--- config.mk ---
export PLATFORM = sky130hd
export DESIGN_NAME = ab_split_fifo
export DESIGN_NICKNAME = d
export VERILOG_FILES = /design/src/rtl/ab_split_fifo.sv
export SDC_FILE = /design/constraint.sdc
export NUM_CORES = 1
export LEC_CHECK = 0
export BUFFER_PORTS_ARGS = -buffer_cell sky130_fd_sc_hd__buf_2
export CAP_MARGIN = 30
export CORE_UTILIZATION = 60
export CTS_CLUSTER_SIZE = 28
export DETAILED_ROUTE_END_ITERATION = 6
export PLACE_DENSITY = 0.79
export SLEW_MARGIN = 20
export SYNTH_ARGS = -nofsm -noshare
export SYNTH_HDL_FRONTEND = slang
export SYNTH_SLANG_ARGS = --single-unit
--- constraint.sdc ---
create_clock -name clk -period 2.95 [get_ports clk]
set_clock_uncertainty 0.05 [all_clocks]
set_input_delay 0.59 -clock clk [delete_from_list [all_inputs] [get_ports clk]]
set_output_delay 0.59 -clock clk [all_outputs]
set_load 0.01 [all_outputs]
--- src/rtl/ab_split_fifo.sv ---
// ab_split_fifo: splits each upstream operand pair into two independently drained FIFO streams (a = upper half, b = lower half).
// Define AB_SPLIT_FIFO_COUNT_EN to add registered occupancy outputs count_a / count_b.
module ab_split_fifo #(
  parameter int W_FIFO = 8,
  parameter int D_FIFO = 8
) (
  input  logic                  clk,
  input  logic                  rst,
  input  logic [2*W_FIFO-1:0]   up_data,
  input  logic                  up_valid,
  output logic                  up_ready,
  output logic [W_FIFO-1:0]     down_data_a,
  output logic                  down_valid_a,
  input  logic                  down_ready_a,
  output logic [W_FIFO-1:0]     down_data_b,
  output logic                  down_valid_b,
  input  logic                  down_ready_b
`ifdef AB_SPLIT_FIFO_COUNT_EN
  ,
  output logic [$clog2(D_FIFO+1)-1:0] count_a,
  output logic [$clog2(D_FIFO+1)-1:0] count_b
`endif
);
  localparam int AW = $clog2(D_FIFO);
  logic [1:0] full, valid, rdy;
  logic [1:0][W_FIFO-1:0] dout;
  logic push;
  assign rdy = {down_ready_a, down_ready_b};
  assign up_ready = ~|full;
  assign push = up_valid && up_ready;
  assign down_data_a = dout[1];
  assign down_data_b = dout[0];
  assign down_valid_a = valid[1];
  assign down_valid_b = valid[0];
`ifdef AB_SPLIT_FIFO_COUNT_EN
  logic [1:0][$clog2(D_FIFO+1)-1:0] cnt;
  assign count_a = cnt[1];
  assign count_b = cnt[0];
`endif
  // Branch 1 carries the upper half (a), branch 0 the lower half (b); pointers carry a wrap bit to tell full from empty.
  for (genvar g = 0; g < 2; g++) begin : g_br
    logic [W_FIFO-1:0] mem [D_FIFO];
    logic [AW:0] wptr, rptr;
    logic pop;
    assign valid[g] = wptr != rptr;
    assign full[g] = (wptr ^ rptr) == {1'b1, {AW{1'b0}}};
    assign pop = valid[g] && rdy[g];
    assign dout[g] = mem[rptr[AW-1:0]];
    always_ff @(posedge clk)
      if (push) mem[wptr[AW-1:0]] <= up_data[g*W_FIFO +: W_FIFO];
    always_ff @(posedge clk or negedge rst)
      if (!rst) begin
        wptr <= '0;
        rptr <= '0;
      end else begin
        if (push) wptr <= wptr + 1'b1;
        if (pop) rptr <= rptr + 1'b1;
      end
`ifdef AB_SPLIT_FIFO_COUNT_EN
    logic [$clog2(D_FIFO+1)-1:0] occ;
    assign cnt[g] = occ;
    always_ff @(posedge clk or negedge rst)
      if (!rst) occ <= '0;
      else occ <= occ + ($clog2(D_FIFO+1))'(push) - ($clog2(D_FIFO+1))'(pop);
`endif
  end
endmodule

==> results.md <==
- First-pass iteration count of the detailed router: 4
- RSZ-0062 raised after global routing: false
- Largest net degree at the start of global routing: 20
- Pleak: 2.43 nW
- WL final: 10500 um
- Total grt overflow: 0
- R2R cell count: 4
- Worst reg2reg endpoint: g_br[1].mem[5][3]$_DFFE_PP_
- Initial Util: 62.8%
- Row Count: 35
- Fmax: 353 MHz
- Core area: 9420 sq um
- PortBufs: 39
- Clock-pin slew on the worst setup and hold paths: 0.07 ns
- Initial drt markers: 185
- Worst EP required: 2.31 ns
- Worst endpoint data arrival time: 2.20 ns
- Die Span Y: 101 um
- Worst vdd ir: 561 uV
- Ant diodes: 0
- Post-Synthesis Cells: 277
- Avg WL per Cell: 22.1 um
- Vias per Instance: 5.96
- Largest delay contributor family on the critical path: multiplexers
- WP buf/inv: 2
- Post-route DRC: 0
- CTS max path bufs: 2
- Max-cap violations: 0
- Clock sinks: 144
- Final setup viols: 0
- Share of cells above drive strength 1: 42.4%
- Synth async-reset ratio: 11.1%
- Final setup TNS: 0 ns
- Slowest cell on crit path: mux4_2
- Reg-to-reg startpoint: g_br[0].wptr[1]$_DFFE_PN0P_
- Layout overhead on the synthesized area: 16.4%
- Nets@finish: 356
- CP Launch Point: g_br[0].rptr[0]$_DFFE_PN0P_
- Setup CP Type: register to output port
- Relative slew margins: 64.7%
- Yosys warning total: 0
- DP Worst Slack: 0.489 ns
- Critical path startpoint category: register
- Avg Inst Size Synth: 21.4 sq um
- FF+latch count, synth: 144
- Post-Synth Simple-Gate Area: 4.99%
- Worst setup path endpoint: down_data_b[4]
- Crit path time final: 2.84 ns
- Sequential area share after synthesis: 71.7%
- Worst setup EP type: output port
- First-pass GRT wire length: 16500 um
- Die X: 101 um
- Initial antenna violation count: 0
- Post-synth top flop: edfxtp_1
- PwrDens: 1090 nW/um^2
- IO Count: 40
- H-tree lvl count: 4
- CTS root buf: clkbuf_8
- Setup ws final: 0.114 ns
- Remaining antenna violation count after routing: 0
- Final hold viol count: 0
- Syn nets: 302
- Cell area after layout: 6890 sq um
- Mux cell area share after synthesis: 16.0%
- Via count: 2821
- Peak fanout along the critical path: 13
- CTS tree: built
- Synth Area in Adders: 0.846%
- Hold/Removal Path Class: primary input to register
- Number of synthesized flops with an enable pin: 128
- CP peak stage delay: 0.60 ns
- Post-DP Area: 6270 sq um
- Synth Area in Compound Gates: 0.550%
- R2r setup slk: 0.47 ns
- Number of global-route vias before repair: 2833
- Crit path depth: 4
- Main combinational cell family by area after synthesis: multiplexers
- HPWL Detailed: 6660 um
- Worst-path cell chain: buf_4 > mux4_2 > mux2_2 > buf_2
- Gpl congestion: 0.730
- Status: completed
- Post-synth cell types: 28
- Most frequent cells in the layout: edfxtp_1 (128), buf_2 (39), mux4_2 (32)
- Commonest non-fill, non-tap cell in the layout: edfxtp_1
- Synth Cell Area: 5920 sq um
- DIE AREA: 10300 sq um
- Total GRT Usage: 23.3%
- Clock Latency Late Sink: 0.51 ns
- Final Max Tran Viols: 0
- Final period util: 96.1%
- Worst Tran Pin Value: 0.530 ns
- XOR/XNOR Fraction of Synth Area: 4.21%
- Cts bufs inserted: 17
cell usage after synthesis (all sizes together) (3+ instances only):
cell type	instances	area, sq um
ha	4	50.1
xor2	18	214
edfxtp	128	3840
mux2	20	225
clkbuf	4	15.0
and3	4	25.0
and4bb	3	37.5
buf	13	85.1
mux4	32	721
dfrtp	16	400
and4b	6	60.1
nor2	5	18.8
xnor2	4	35.0
nor3	4	20.0
flip-flops by register name, indices dropped and copies added, names as in the netlist:
register,flops
g_br.mem,128
g_br.rptr,8
g_br.wptr,8
cell families (layout without fill, tap and decap cells):
family	count (synthesis)	after routing
AOI/OAI and AO/OA	2	2
xor gates and xnor gates	22	22
adders and majority gates	4	4
buffers and inverters	17	84
DFF	144	144
muxes	52	52
and+or+nand+nor	36	36
power by group:
group | internal (mW) | total [mW] | switching, mW
sequential | 2.65 | 2.95 | 0.294
clock | 1.25 | 2.16 | 0.910
combinational | 1.19 | 2.42 | 1.23
total | 5.09 | 7.53 | 2.44
layer usage:
| metal | vias up | global-route usage, % | routed length (um) |
|---|---|---|---|
| met3 | 10 | 6.00 | 680 |
| li1 | 1246 | - | - |
| met5 | - | 0 | 0 |
| met4 | 0 | 7.02 | 101 |
| met1 | 1459 | 35.8 | 4640 |
| met2 | 106 | 33.6 | 5050 |
area by class of cell:
| class | count | area, sq um |
|---|---|---|
| clock inverters | 15 | 188 |
| multi-input cells | 116 | 1580 |
| flip-flops and latches | 144 | 4250 |
| fillers | 518 | 2530 |
| well taps | 129 | 161 |
| repair buffers | 52 | 299 |
| clock buffers | 17 | 414 |
worst min-delay path by stage:
stage	startpoint	to	slack (ns)	depth (start not counted)
finish	up_data[8]	g_br[1].mem[7][0]$_DFFE_PP_	0.29	1
detailed placement	rst	g_br[0].rptr[3]$_DFFE_PN0P_	0.48	1
global route	up_data[8]	g_br[1].mem[3][0]$_DFFE_PP_	0.27	1
floorplan	rst	g_br[0].rptr[0]$_DFFE_PN0P_	0.24	0
CTS	up_data[8]	g_br[1].mem[3][0]$_DFFE_PP_	0.27	1
global placement	g_br[1].wptr[3]$_DFFE_PN0P_	g_br[1].wptr[3]$_DFFE_PN0P_	0.47	1
worst reg2reg max path: cells and delay by family (launching register included):
| kind | cells | cell delay, ns |
|---|---|---|
| DFF | 1 | 0.58 |
| xor gates and xnor gates | 1 | 0.30 |
| and+or+nand+nor | 3 | 1.19 |
timing repair:
action,in CTS,in global routing
setup buffers,0,0
resized for setup,1,1
setup endpoints to repair,3,4
hold buffers,1,0
hold endpoints to repair,16,0
stage by stage:
| step | utilization, % | total power, mW | hold WS, ns | instances |
|---|---|---|---|---|
| floorplan | - | 4.72 | 0.244 | 277 |
| global placement | 66.6 | 5.33 | 0.468 | 440 |
| detailed placement | 66.6 | 5.41 | 0.475 | 440 |
| CTS | 73.1 | 7.58 | 0.273 | 473 |
| global route | 73.1 | 7.90 | 0.271 | 473 |
| finish | 73.1 | 7.53 | 0.293 | 473 |
No activity file was read; power rests on OpenSTA's default activity.
